`config.mk`:
```
export PLATFORM = sky130hd
export DESIGN_NAME = ctrl_pipe_chain
export DESIGN_NICKNAME = d
export VERILOG_FILES = /design/src/rtl/ctrl_pipe_chain.sv
export SDC_FILE = /design/constraint.sdc
export NUM_CORES = 1
export LEC_CHECK = 0
export ABC_CLOCK_PERIOD_IN_PS = 2400
export CORE_MARGIN = 2
export CORE_UTILIZATION = 35
export CTS_CLUSTER_DIAMETER = 100
export CTS_CLUSTER_SIZE = 25
export DETAILED_ROUTE_END_ITERATION = 16
export GPL_TIMING_DRIVEN = 0
export HOLD_SLACK_MARGIN = 0.06
export PLACE_DENSITY = 0.72
export SYNTH_ARGS = -nofsm -noshare
export SYNTH_HDL_FRONTEND = slang
export SYNTH_SLANG_ARGS = --single-unit
```
`constraint.sdc`:
```
create_clock -name clk -period 2.4 [get_ports clk]
set_input_delay 0.48 -clock clk [delete_from_list [all_inputs] [get_ports clk]]
set_output_delay 0.48 -clock clk [all_outputs]
set_load 0.1 [all_outputs]
```
`src/rtl/ctrl_pipe_chain.sv`:
```
// Parametrised control-word pipeline with per-stage valid/stall/flush and upstream stall propagation.
// Optional saturating perf counters are built only when CTRL_PIPE_PERF_CNT_EN is defined.
module ctrl_pipe_chain #(
    parameter int CW     = 8,
    parameter int STAGES = 3,
    parameter int CNTW   = 16
) (
    input  logic                 clk,
    input  logic                 reset,
    input  logic [CW-1:0]        ctrl_in,
    input  logic                 valid_in,
    input  logic [STAGES-1:0]    stall,
    input  logic [STAGES-1:0]    flush,
    input  logic                 flush_all,
    output logic                 ready_in,
    output logic [STAGES*CW-1:0] ctrl_out,
    output logic [STAGES-1:0]    valid_out,
    input  logic                 clr_cnt,
    output logic [CNTW-1:0]      bubble_cnt,
    output logic [CNTW-1:0]      stall_cnt
);

    logic [CW-1:0]     r_ctrl [STAGES];
    logic [STAGES-1:0] r_valid;
    logic [STAGES-1:0] w_hold;
    logic [STAGES-1:0] w_bubble;
    logic [CW-1:0]     w_src_ctrl [STAGES];
    logic [STAGES-1:0] w_src_valid;

    // hold[k] is the OR of every stall at or below stage k
    always_comb begin
        w_hold = '0;
        w_hold[STAGES-1] = stall[STAGES-1];
        for (int unsigned i = 1; i < STAGES; i++) begin
            w_hold[STAGES-1-i] = stall[STAGES-1-i] | w_hold[STAGES-i];
        end
    end

    always_comb begin
        w_bubble = '0;
        for (int unsigned k = 1; k < STAGES; k++) begin
            w_bubble[k] = w_hold[k-1];
        end
    end

    // Stage 0 zeroes the word of a non-valid input so that valid=0 always means ctrl=0
    always_comb begin
        w_src_valid   = '0;
        w_src_valid[0] = valid_in;
        w_src_ctrl[0]  = valid_in ? ctrl_in : '0;
        for (int unsigned k = 1; k < STAGES; k++) begin
            w_src_valid[k] = r_valid[k-1];
            w_src_ctrl[k]  = r_ctrl[k-1];
        end
    end

    assign ready_in = ~w_hold[0] & ~flush_all;

    always_ff @(posedge clk or negedge reset) begin
        if (!reset) begin
            r_valid <= '0;
            for (int unsigned k = 0; k < STAGES; k++) begin
                r_ctrl[k] <= '0;
            end
        end else begin
            for (int unsigned k = 0; k < STAGES; k++) begin
                if (flush_all || flush[k]) begin
                    r_ctrl[k]  <= '0;
                    r_valid[k] <= 1'b0;
                end else if (w_hold[k]) begin
                    r_ctrl[k]  <= r_ctrl[k];
                    r_valid[k] <= r_valid[k];
                end else if (w_bubble[k]) begin
                    r_ctrl[k]  <= '0;
                    r_valid[k] <= 1'b0;
                end else begin
                    r_ctrl[k]  <= w_src_ctrl[k];
                    r_valid[k] <= w_src_valid[k];
                end
            end
        end
    end

    always_comb begin
        ctrl_out = '0;
        for (int unsigned k = 0; k < STAGES; k++) begin
            ctrl_out[k*CW +: CW] = r_ctrl[k];
        end
    end

    assign valid_out = r_valid;

`ifdef CTRL_PIPE_PERF_CNT_EN
    logic [CNTW-1:0] r_bubble_cnt;
    logic [CNTW-1:0] r_stall_cnt;

    always_ff @(posedge clk or negedge reset) begin
        if (!reset) begin
            r_bubble_cnt <= '0;
            r_stall_cnt  <= '0;
        end else if (clr_cnt) begin
            r_bubble_cnt <= '0;
            r_stall_cnt  <= '0;
        end else begin
            if (!r_valid[STAGES-1] && (r_bubble_cnt != '1)) begin
                r_bubble_cnt <= r_bubble_cnt + CNTW'(1);
            end
            if (!ready_in && (r_stall_cnt != '1)) begin
                r_stall_cnt <= r_stall_cnt + CNTW'(1);
            end
        end
    end

    assign bubble_cnt = r_bubble_cnt;
    assign stall_cnt  = r_stall_cnt;
`else
    logic w_unused_clr_cnt;
    assign w_unused_clr_cnt = clr_cnt;
    assign bubble_cnt = '0;
    assign stall_cnt  = '0;
`endif

endmodule

```
==> flow_summary.toml <==
[outcome]
status = "complete, no violations"

[synthesis]
syn-instance-count = 127
ys_seq_area_share_pct = 44.0
yosysWarnings = 0
synth_top_area_cell = "dfrtp_1"
synthesis.area_um2 = 1530
synth_top_area_share_pct = 44.0
ys_seq_elements = 27
avgSynthCellArea_um2 = 12.1
synthTopCellsByArea = "dfrtp_1, buf_4, nor3b_1"
yosysUniqueCellTypes = 21

[power]
clkPwrFrac_pct = 23.9
leakagePower_nw = 1.03
power_frac_comb_pct = 33.7
p_sw_share_pct = 39.5
power_mw = 1.08
power_density_nw_per_um2 = 488
p_sw_mw = 0.425
p_int_mw = 0.653
pwr-share-seq_pct = 42.4
ir_worst_vdd_uv = 199

[job]
cap_viol_max_count = 0

[sta]
whs_ns = 0.199
rsz0062_at_grt = "no"
min_period_ns = 2.33
worst_pin_slew_ns = 0.982
slew_headroom_pct = 34.3
min_period_over_period_pct = 96.9
worst_clock_skew_ns = 0.00405
hold_viol_final = 0
final-setup-viol-count = 0
fmax_ghz = 0.430
maxSlewViolCount = 0

[route]
wl_per_cell_um = 12.4
viasPerCell = 4.48
detailroute.wirelength.met2_um = 1590
wirelength_um = 3210
drt_iter0_markers = 46
routed.top_layer = "met4"
via_count = 1156
wl_met3_um = 195
drc_errors = 0
wl_met1_um = 1380
antenna_left = 0
firstDrtPassIters = 4

[global_routing]
track_usage_pct = 13.6
grt_pass1_vias = 1088
grt_max_degree = 28
gr-total-overflow = 0
grt_pass1_wl_um = 5380
antenna_found_initial = 0

[clock_tree]
path_clk_slew_ns = 0.09
ctsHoldBuffers = 0
cts_setup_buffers = 0
cts_tree = "yes"
clock_latency_ns = 0.27
h-tree-depth = 1
cts.sinks = 27
cts-buffers-inserted = 3
clock-root-buffer = "clkbuf_8"
clockBufferDepth = 2

[final_layout]
final_util_pct = 51.5
diodes = 0
mostFrequentLayoutCell = "clkdlybuf4s50_1"
final_cell_mix = "clkdlybuf4s50_1, buf_4, conb_1, dfrtp_1, nor3b_1"
layoutNonFillerInstCount = 258
fill_cells = 403
fin_nets = 226
area.growth.synth_to_final_pct = 44.0
drive_gt1_share_pct = 27.7

[critical_path]
slowest_delay_ns = 1.16
critPathArrivalTime_ns = 1.85
timing.critical_path.buf_inv = 1
required_ns = 1.92
worst_path_max_delay_cell = "clkdlybuf4s50_1"
cpLargestDelayFamily = "buffers and inverters"
crit_path_end_kind = "output pin"
worst_setup_path_start_kind = "register"
path_class = "reg -> out"
worstPathMaxFanout = 3
crit_chain = "clkdlybuf4s50_1"

[floorplan]
fp-row-count = 24
ioPinCount = 79
die_y_um = 70.2
core-area_um2 = 4290
dieArea_um2 = 4930
die_x_um = 70.2
initial_utilization_pct = 35.7

[place]
place_inst = 254
hpwl_um = 2510
io_buffers = 44
gp_congestion = 0.721

[worst_hold_path]
hold_path.class = "in -> async"
-- synth_stat cells --
| library cell | n |
|---|---|
| or4b_1 | 1 |
| nor4bb_1 | 8 |
| nor3_4 | 1 |
| buf_2 | 4 |
| nor2_1 | 1 |
| buf_6 | 1 |
| a22o_1 | 9 |
| buf_4 | 33 |
| mux2_4 | 1 |
| a211oi_2 | 1 |
| conb_1 | 1 |
| nor3_1 | 1 |
| o31ai_1 | 1 |
| clkbuf_1 | 1 |
| a32o_1 | 9 |
| nor4_4 | 1 |
| or2_2 | 1 |
| nor3b_4 | 1 |
| nor3b_1 | 17 |
| mux2_2 | 7 |
| dfrtp_1 | 27 |
-- cells by family after synthesis --
kind of cell           synth area share [%]
other                                 0.244
buffers and inverters                  18.4
muxes                                  6.12
DFF                                    44.0
AOI/OAI and AO/OA                      12.3
and+or+nand+nor                        18.8
-- area by class of cell --
type / instances / area (µm²) / share of cell area, %
Buffer: 39 / 283 / 12.8
Timing Repair Buffer: 44 / 438 / 19.8
Clock buffer: 4 / 45.0 / 2.04
Sequential cell: 27 / 676 / 30.6
Tap cell: 52 / 65.1 / 2.94
Multi-Input combinational cell: 92 / 703 / 31.8
-- power groups by stage --
stage | sequential, mW | clock [mW] | combinational (mW)
floorplan | 0.476 | 0 | 0.298
global placement | 0.466 | 0 | 0.364
detailed placement | 0.466 | 0 | 0.365
CTS | 0.457 | 0.265 | 0.364
global route | 0.457 | 0.279 | 0.377
finish | 0.457 | 0.257 | 0.364
-- final timing paths --
kind,start,endpoint,slack [ns],cells after the start
setup / recovery,ctrl_out[12],ctrl_out[12],0.07,1
hold / removal,reset,ctrl_out[16],0.20,1
setup reg to reg,ctrl_out[5],ctrl_out[5],1.47,2
hold reg to reg,ctrl_out[19],ctrl_out[19],0.51,1
max in group asynchronous,reset,ctrl_out[4],1.82,1
min in group clk,ctrl_out[19],ctrl_out[19],0.51,1
-- worst register-to-register path, stage by stage (launching register included) --
cell	delay, ns
dfrtp_1	0.42
nor3b_1	0.15
mux2_2	0.26
-- what timing repair did --
action / CTS / global route
gates resized for setup: 10 / 0
endpoints found under the hold margin: 0 / 0
setup endpoints to repair: 1 / 0
-- layer usage --
layer,up-vias,GRT usage [%]
met5,-,0
met2,52,23.1
li1,567,-
met1,532,18.0
met4,0,4.49
met3,5,1.88
-- through the flow --
stage          TNS [ns]  setup WS, ns  area (µm²)
3_3_place_gp     -0.905        -0.905        2170
3_5_place_dp     -0.911        -0.911        2170
4_1_cts               0        0.0713        2210
5_1_grt               0        0.0400        2210
6_report              0        0.0749        2210
2_1_floorplan         0         0.250        1660
-- registers in the layout, indices dropped and copies added, names as in the netlist --
name / flops
ctrl_out: 24
valid_out: 3
(Power assumes the default switching activity.)
